==> config.mk <==
export PLATFORM = sky130hd
export DESIGN_NAME = udma_spim_cmd_seq
export DESIGN_NICKNAME = d
export VERILOG_FILES = /design/src/rtl/udma_spim_cmd_seq.sv
export SDC_FILE = /design/constraint.sdc
export NUM_CORES = 1
export LEC_CHECK = 0
export CAP_MARGIN = 20
export CORE_UTILIZATION = 46
export CTS_CLUSTER_SIZE = 12
export DETAILED_ROUTE_END_ITERATION = 7
export GPL_TIMING_DRIVEN = 0
export PLACE_DENSITY_LB_ADDON = 0.08
export SETUP_SLACK_MARGIN = 0.3
export SLEW_MARGIN = 30
export SYNTH_ARGS = -nofsm -noshare
export SYNTH_HDL_FRONTEND = slang
export SYNTH_SLANG_ARGS = --single-unit
==> constraint.sdc <==
create_clock -name clk_i -period 2.6 [get_ports clk_i]
set_clock_uncertainty 0.2 [all_clocks]
set_input_delay 0.52 -clock clk_i [delete_from_list [all_inputs] [get_ports clk_i]]
set_output_delay 0.52 -clock clk_i [all_outputs]
set_load 0.05 [all_outputs]
==> src/rtl/udma_spim_cmd_seq.sv <==
// ----------------------------------------------------------------------------
// udma_spim_cmd_seq
//
// Command sequencer between the SPI master's command uDMA channel and the SPI
// protocol controller. It accepts one 32-bit command word at a time and:
//   UCA  (4'hD) : programs the TX/RX channel start address in the accept cycle
//   UCS  (4'hE) : waits for the selected channel to be idle, then loads size /
//                 datasize and pulses that channel's enable for one cycle
//   WAIT (4'h5) : stalls for cmd[7:0] cycles after the accept cycle
//   EOT  (4'h9) : waits for both channels idle, then pulses eot_o
//   others      : forwarded unchanged to the controller
//
// Handshakes: a word moves on a rising clk_i edge when valid and ready are
// both high. cmd_ready_o is high only in IDLE. ctrl_valid_o, once high, holds
// ctrl_data_o stable and stays high until ctrl_ready_i is seen with it.
//
// Ports:
//   clk_i, rst_i                 clock, synchronous active-high reset
//   cmd_data_i/valid_i/ready_o   command word input stream
//   ctrl_data_o/valid_o/ready_i  forwarded word output stream
//   tx_* / rx_*                  channel setup outputs, busy inputs
//   eot_o                        one-cycle end-of-transfer pulse
//   busy_o                       high whenever the FSM is not in IDLE
//   dbg_state_o                  current FSM state, for observation only
// ----------------------------------------------------------------------------
module udma_spim_cmd_seq #(
  parameter int L2_AWIDTH_NOAL = 12,
  parameter int TRANS_SIZE     = 16
) (
  input  logic                      clk_i,
  input  logic                      rst_i,
  input  logic [31:0]               cmd_data_i,
  input  logic                      cmd_valid_i,
  output logic                      cmd_ready_o,
  output logic [31:0]               ctrl_data_o,
  output logic                      ctrl_valid_o,
  input  logic                      ctrl_ready_i,
  output logic [L2_AWIDTH_NOAL-1:0] tx_startaddr_o,
  output logic [L2_AWIDTH_NOAL-1:0] rx_startaddr_o,
  output logic [TRANS_SIZE-1:0]     tx_size_o,
  output logic [TRANS_SIZE-1:0]     rx_size_o,
  output logic [1:0]                tx_datasize_o,
  output logic [1:0]                rx_datasize_o,
  output logic                      tx_en_o,
  output logic                      rx_en_o,
  input  logic                      tx_busy_i,
  input  logic                      rx_busy_i,
  output logic                      eot_o,
  output logic                      busy_o,
  output logic [2:0]                dbg_state_o
);

  localparam logic [3:0] OP_UCA  = 4'hD;
  localparam logic [3:0] OP_UCS  = 4'hE;
  localparam logic [3:0] OP_WAIT = 4'h5;
  localparam logic [3:0] OP_EOT  = 4'h9;

  localparam logic [2:0] S_IDLE     = 3'd0;
  localparam logic [2:0] S_FWD      = 3'd1;
  localparam logic [2:0] S_SETUP    = 3'd2;
  localparam logic [2:0] S_DELAY    = 3'd3;
  localparam logic [2:0] S_EOT_WAIT = 3'd4;

  logic [2:0]                r_state;
  logic [31:0]               r_cmd;
  logic [7:0]                r_cnt;
  logic [L2_AWIDTH_NOAL-1:0] r_tx_addr;
  logic [L2_AWIDTH_NOAL-1:0] r_rx_addr;
  logic [TRANS_SIZE-1:0]     r_tx_size;
  logic [TRANS_SIZE-1:0]     r_rx_size;
  logic [1:0]                r_tx_ds;
  logic [1:0]                r_rx_ds;

  logic [3:0]            w_op;
  logic                  w_sel_busy;
  logic                  w_setup_go;
  logic                  w_eot_go;
  logic [TRANS_SIZE-1:0] w_size;
  logic [1:0]            w_ds;

  assign w_op       = cmd_data_i[31:28];
  assign w_sel_busy = r_cmd[27] ? tx_busy_i : rx_busy_i;
  assign w_size     = r_cmd[TRANS_SIZE-1:0];
  assign w_ds       = r_cmd[26:25];

  // The busy checks are combinational so that a busy_i falling in the check
  // cycle counts as idle and the enable/EOT pulse appears in that same cycle.
  // rst_i masks them so a reset never lets a pending pulse escape.
  assign w_setup_go = (r_state == S_SETUP) && !w_sel_busy && !rst_i;
  assign w_eot_go   = (r_state == S_EOT_WAIT) && !tx_busy_i && !rx_busy_i && !rst_i;

  always_ff @(posedge clk_i) begin
    if (rst_i) begin
      r_state   <= S_IDLE;
      r_cmd     <= '0;
      r_cnt     <= '0;
      r_tx_addr <= '0;
      r_rx_addr <= '0;
      r_tx_size <= '0;
      r_rx_size <= '0;
      r_tx_ds   <= 2'b10;
      r_rx_ds   <= 2'b10;
    end else begin
      case (r_state)
        S_IDLE: begin
          if (cmd_valid_i) begin
            r_cmd <= cmd_data_i;
            case (w_op)
              OP_UCA: begin
                if (cmd_data_i[27]) r_tx_addr <= cmd_data_i[L2_AWIDTH_NOAL-1:0];
                else                r_rx_addr <= cmd_data_i[L2_AWIDTH_NOAL-1:0];
              end
              OP_UCS: r_state <= S_SETUP;
              OP_WAIT: begin
                // A zero count completes in the accept cycle itself.
                if (cmd_data_i[7:0] != 8'd0) begin
                  r_cnt   <= cmd_data_i[7:0];
                  r_state <= S_DELAY;
                end
              end
              OP_EOT:  r_state <= S_EOT_WAIT;
              default: r_state <= S_FWD;
            endcase
          end
        end
        S_FWD: begin
          if (ctrl_ready_i) r_state <= S_IDLE;
        end
        S_SETUP: begin
          if (w_setup_go) begin
            if (r_cmd[27]) begin
              r_tx_size <= w_size;
              r_tx_ds   <= w_ds;
            end else begin
              r_rx_size <= w_size;
              r_rx_ds   <= w_ds;
            end
            r_state <= S_IDLE;
          end
        end
        S_DELAY: begin
          // Counter runs N..1, giving exactly N stall cycles.
          r_cnt <= r_cnt - 8'd1;
          if (r_cnt == 8'd1) r_state <= S_IDLE;
        end
        S_EOT_WAIT: begin
          if (w_eot_go) r_state <= S_IDLE;
        end
        default: r_state <= S_IDLE;
      endcase
    end
  end

  assign cmd_ready_o    = (r_state == S_IDLE);
  assign ctrl_valid_o   = (r_state == S_FWD);
  assign ctrl_data_o    = r_cmd;
  assign tx_startaddr_o = r_tx_addr;
  assign rx_startaddr_o = r_rx_addr;
  assign tx_en_o        = w_setup_go && r_cmd[27];
  assign rx_en_o        = w_setup_go && !r_cmd[27];
  // During the enable pulse the new size/datasize are shown directly from the
  // command; the registers take them at the end of that cycle and hold them.
  assign tx_size_o      = tx_en_o ? w_size : r_tx_size;
  assign rx_size_o      = rx_en_o ? w_size : r_rx_size;
  assign tx_datasize_o  = tx_en_o ? w_ds : r_tx_ds;
  assign rx_datasize_o  = rx_en_o ? w_ds : r_rx_ds;
  assign eot_o          = w_eot_go;
  assign busy_o         = (r_state != S_IDLE);
  assign dbg_state_o    = r_state;

endmodule

==> metrics.cfg, run 1 <==
[synth]
syn-num-nets = 494
synthTopCellsByCount = 103 x dfxtp_1, 69 x nand2_1, 43 x a21oi_1, 36 x mux2_2
yosys.area.top_type = dfxtp_1
postSynthCellCount = 454
synth_area_leaders = dfxtp_1 49%, mux2_2 9.6%, nand2_1 6.1%
synth_enable_flop_cells = 0
ys_ff_latch = 103
post_synth_num_cell_types = 43
synthesis.area_mm2 = 0.00423
yosysSeqAreaShare = 0.488
syn_avg_cell_area_um2 = 9.31
ys.flop_type = dfxtp_1
netlist.area_leader.share = 0.488
ys_warn_count = 0
yosysMostFrequentCell = dfxtp_1
async_reset_ff_frac = 0

[timing]
worst_pin_slew_ns = 0.942
fin_crit_sh = 1.01
drv_slew = 0
hold_viol = 0
maxSlewHeadroom = 0.372
rsz0062_at_grt = yes
whs_ns = 0.260
layout_min_cycle_time_ns = 2.63
setup_viol = 11
finalWorstSetupSlack_ns = -0.0280
max_freq_mhz = 381

[clocking]
cts_made_buffers = 9
cts-htree-levels = 3
cts_tree = done
clk_pin_slew_ns = 0.10
clk_latency_ns = 0.37
cts_root_buf = clkbuf_8
cts_sinks = 103
cts_buffer_depth = 2

[final_layout]
stdcell_count = 749
diodes = 0
utilization = 0.794
drive_above_1_share = 0.282
area_growth_pct = 65.5
nNetsFinal = 676

[worst_hold_path]
holdPathEnd = ctrl_data_o[29]
min_from = ctrl_data_o[29]
hold_depth = 2
min_path_type = flop to flop

[setup_path]
cp_max_fo = 5
r2r_start = dbg_state_o[2]
critical_path_class = flop to output port
timing.critical_path.slowest_stage_cell = dfxtp_4
r2r_setup_slack_ns = 0.04
worstSetupStartpointType = flop
crit_cells = 7
crit_chain = buf_6 > nor2_4 > nand4b_1 > clkbuf_8 > buf_16 > mux2_4 > buf_8
worstRegToRegCells = 10
path_buf_inv = 4
r2r_end = tx_startaddr_o[10]
critical_path_arrival_ns = 1.91
crit_path_end_kind = output port
crit_family = buffers and inverters
slowest_delay_ns = 0.35
crit_required_ns = 1.88

[grt]
grt_overflow_total = 0
grt_max_degree = 18
grt_pass1_wl_mm = 19.9
track_usage = 0.264
grt_pass1_vias = 3887
antenna_found_initial = 0

[status]
status = complete, but fails checks
violations = design-rule violations, negative setup slack

[power_and_ir_drop]
p_leak_nw = 3.25
irDropWorstVdd_v = 0.000322
powerDensity_mw_per_mm2 = 470

[drt]
drc_errors = 18
dr.pass1.iters = 7
drt_wl_total_mm = 13.3
drt_iter0_markers = 213
vias = 4001
antenna_left = 0
routedWlPerCell_um = 17.8
via_per_inst = 5.34

[die]
die_x_um = 97.9
coreArea_mm2 = 0.00881
num_rows = 34
die_h_um = 97.9
pin_count = 139
start_util = 0.480
die_area_mm2 = 0.00958

[placed_design]
io_buffers = 138
dp_cells = 700
dpl_worst_slack_ns = -1.17
dp_hpwl_mm = 8.47
gp_congestion = 0.889

[job]
maxCapViolations = 0

placed cells by master, fill, tap and decap left out, types with 3 or more instances in the layout:
cell type and count:
nor3_1 3, clkbuf_1 13, dlymetal6s2s_1 18, buf_6 36
buf_8 27, dlygate4sd2_1 21, nor2_1 33, dfxtp_1 99
nand3_1 3, nand2_1 69, clkdlybuf4s50_1 56, nor4_1 4
buf_4 13, a21oi_1 42, o31ai_4 6, mux2_2 14
dfxtp_4 3, clkbuf_2 6, o311ai_4 6, and2_1 35
a32o_1 3, mux2_4 22, inv_1 7, buf_12 5
clkbuf_8 11, mux2i_1 23, nand2b_1 3
how the worst max path moves through the flow:
stage,from,endpoint,slack [ns]
finish,dbg_state_o[2],tx_size_o[7],-0.03
detailed placement,rst_i,rx_size_o[13],-1.17
global route,dbg_state_o[2],tx_size_o[7],-0.08
global placement,rst_i,rx_size_o[11],-1.14
floorplan,dbg_state_o[2],r_cnt[0],0.22
CTS,dbg_state_o[2],tx_size_o[8],-0.02
layout make-up:
type,count,area [µm²]
sequential,103,2070
timing repair buffer,170,1900
fill,549,1810
tap,108,135
inverter,10,43.8
clock inverter,5,66.3
buffer,31,260
clock buffer,11,141
multi-input combinational,311,2370
cell families after synthesis:
| kind of cell | synth area share |
|---|---|
| fa+ha+maj | 0.00592 |
| simple gates | 0.206 |
| flops | 0.488 |
| buf+inv | 0.0411 |
| compound gates | 0.104 |
| mux | 0.155 |
per-layer routing:
| metal | track usage | vias to the layer above | wire length, µm |
|---|---|---|---|
| met5 | 0 | - | 0 |
| met4 | 0.0874 | 0 | 251 |
| met3 | 0.0644 | 21 | 931 |
| met2 | 0.449 | 160 | 6770 |
| met1 | 0.326 | 1886 | 5380 |
| li1 | - | 1934 | - |
through the flow:
| stage | TNS (ns) | instance area (µm²) | total power [mW] |
|---|---|---|---|
| 3_3_place_gp | -48.23 | 5820 | 2.20 |
| 3_5_place_dp | -50.85 | 5820 | 2.21 |
| 2_1_floorplan | 0 | 4310 | 1.99 |
| 6_report | -0.170 | 7000 | 3.29 |
| 4_1_cts | -0.238 | 6300 | 3.25 |
| 5_1_grt | -1.13 | 7000 | 3.41 |
worst min-delay path: cells and delay by family, from the launching register on:
kind             cells  cell delay (ns)
AO/OA/AOI/OAI        1             0.05
flip-flops           1             0.32
AND/OR/NAND/NOR      1             0.05
flip-flops by register name, indices dropped and copies added (netlist names):
signal and cells:
ctrl_data_o 32, dbg_state_o 3, r_cnt 8, r_rx_ds 2
r_rx_size 16, r_tx_ds 2, r_tx_size 16, rx_startaddr_o 12
tx_startaddr_o 12
power by group:
part / switching [mW] / internal [mW] / leakage [nW]
clock: 0.563 / 0.482 / 0.102
sequential: 0.0408 / 1.62 / 0.838
combinational: 0.365 / 0.221 / 2.31
timing repair:
item                                    CTS  global route
cloned                                    5             2
gates resized for setup                 343           153
pin swaps                                 5            21
endpoints found under the setup margin  106           106
endpoints found under the hold margin     0             0
hold buffers                              0             0
buffers inserted                         10            16
Power figures use the tool's default switching activity.
==> run 2, diff against run 1 <==
SKIP_CTS_REPAIR_TIMING = 1   (was not set)
==> metrics.cfg, run 2 (synthesized netlist as in run 1, its figures left out) <==
[grt]
track_usage = 0.246  ; was 0.264
met1_usage = 0.315  ; was 0.326
gr-usage-met3 = 0.0587  ; was 0.0644
grt_pass1_wl_mm = 18.7  ; was 19.9 mm
grt_max_degree = 18  ; unchanged
antenna_found_initial = 0  ; unchanged
grt_pass1_vias = 3750  ; was 3887
use_met2 = 0.411  ; was 0.449
grt.busiest_layer = met2  ; unchanged
grt_overflow_total = 0  ; unchanged

[placed_design]
io_buffers = 138  ; unchanged
gp_congestion = 0.889  ; unchanged
dp_cells = 700  ; unchanged
place_area_mm2 = 0.00582  ; unchanged
dp_hpwl_mm = 8.47  ; unchanged
dpl_worst_slack_ns = -1.17  ; unchanged

[status]
status = complete, but fails checks  ; unchanged
violations = design-rule violations, negative setup slack  ; unchanged

[timing]
rsz0062_at_grt = yes  ; unchanged
finalWorstSetupSlack_ns = -0.112  ; was -0.0280 ns
maxSlewHeadroom = 0.410  ; was 0.372
setup_viol = 29  ; was 11
hold_viol = 0  ; unchanged
whs_ns = 0.259  ; was 0.260 ns
max_freq_mhz = 369  ; was 381 MHz
worst_pin_slew_ns = 0.885  ; was 0.942 ns
drv_slew = 0  ; unchanged
fin_crit_sh = 1.04  ; was 1.01
tns_ns = -2.23  ; was -0.170 ns
layout_min_cycle_time_ns = 2.71  ; was 2.63 ns

[drt]
via_per_inst = 5.40  ; was 5.34
antenna_left = 0  ; unchanged
dr.pass1.iters = 6  ; was 7
drt_iter0_markers = 157  ; was 213
drc_errors = 18  ; unchanged
vias = 4022  ; was 4001
drt_wl_total_mm = 13.3  ; about the same
routedWlPerCell_um = 17.8  ; about the same

[final_layout]
drive_above_1_share = 0.265  ; was 0.282
layout_commonest_cell = dfxtp_1  ; unchanged
mostFrequentLayoutCells = 99 x dfxtp_1, 69 x nand2_1, 55 x clkdlybuf4s50_1  ; was 99 x dfxtp_1, 69 x nand2_1, 56 x clkdlybuf4s50_1
nFillCells = 602  ; was 549
diodes = 0  ; unchanged
largest_register_ffs = 32  ; unchanged
register_area_mm2 = 0.00207  ; unchanged
utilization = 0.776  ; was 0.794
fin_area_mm2 = 0.00683  ; was 0.00700 mm²
multi_input_area_mm2 = 0.00230  ; was 0.00237 mm²
nNetsFinal = 672  ; was 676
area_growth_pct = 61.7  ; was 65.5%
stdcell_count = 745  ; was 749

[power_and_ir_drop]
p_leak_nw = 3.39  ; was 3.25 nW
powerDensity_mw_per_mm2 = 481  ; was 470 mW/mm²
irDropWorstVdd_v = 0.000323  ; was 0.000322 V
finalPower_mw = 3.28  ; was 3.29 mW

[setup_path]
path_buf_inv = 4  ; unchanged
timing.critical_path.slowest_stage_cell = dfxtp_4  ; unchanged
critical_path_class = flop to output port  ; unchanged
slowest_delay_ns = 0.36  ; was 0.35 ns
crit_family = buffers and inverters  ; unchanged
cp_max_fo = 5  ; unchanged
crit_required_ns = 1.88  ; about the same
critical_path_arrival_ns = 1.99  ; was 1.91 ns
crit_path_end_kind = output port  ; unchanged
worstSetupStartpointType = flop  ; unchanged
crit_chain = buf_8 > nor2_4 > nand4b_1 > buf_4 > buf_6 > mux2_2 > buf_2  ; was buf_6 > nor2_4 > nand4b_1 > clkbuf_8 > buf_16 > mux2_4 > buf_8

[clocking]
cts_buffer_depth = 2  ; unchanged
cts_sinks = 103  ; unchanged
cts-htree-levels = 3  ; unchanged
cts_root_buf = clkbuf_8  ; unchanged
cts_tree = done  ; unchanged
cts_made_buffers = 9  ; unchanged
clk_pin_slew_ns = 0.10  ; about the same
clk_latency_ns = 0.36  ; was 0.37 ns

[die]
die_x_um = 97.9  ; unchanged
num_rows = 34  ; unchanged
start_util = 0.480  ; unchanged
die_area_mm2 = 0.00958  ; unchanged
coreArea_mm2 = 0.00881  ; unchanged
die_h_um = 97.9  ; unchanged
pin_count = 139  ; unchanged

[worst_hold_path]
min_path_type = flop to flop  ; unchanged

[job]
maxCapViolations = 0  ; unchanged

-- run 2: cell type report --
cell class,instances,area share
inverter,10,0.00604
timing repair buffer,166,0.270
multi-input combinational,311,0.336
clock buffer,11,0.0207
sequential,103,0.304
clock inverter,5,0.00971
tap,108,0.0198
buffer,31,0.0342
-- run 2: worst paths after layout --
| path | end | cells past startpoint | slack [ns] | start |
|---|---|---|---|---|
| setup / recovery | tx_size_o[5] | 7 | -0.11 | dbg_state_o[2] |
| hold / removal | ctrl_data_o[29] | 2 | 0.26 | ctrl_data_o[29] |
| setup reg to reg | r_cnt[0] | 7 | 0.20 | dbg_state_o[2] |
| hold reg to reg | ctrl_data_o[29] | 2 | 0.26 | ctrl_data_o[29] |
-- run 2: tightest hold or removal path: cells and delay by family, from the launching register on --
family | cells | cell delay (ns)
AOI/OAI and AO/OA | 1 | 0.05
DFF | 1 | 0.32
and+or+nand+nor | 1 | 0.05
-- run 2: routing by layer --
metal	vias up	routed length (µm)
li1	1921	-
met1	1922	5520
met2	156	6740
met3	23	753
met4	0	278
met5	-	0
-- run 2: power by group --
group	switching (mW)	leakage (nW)	total [mW]	internal, mW
Sequential	0.0410	0.838	1.66	1.62
Clock	0.562	0.102	1.04	0.483
Combinational	0.362	2.45	0.581	0.220
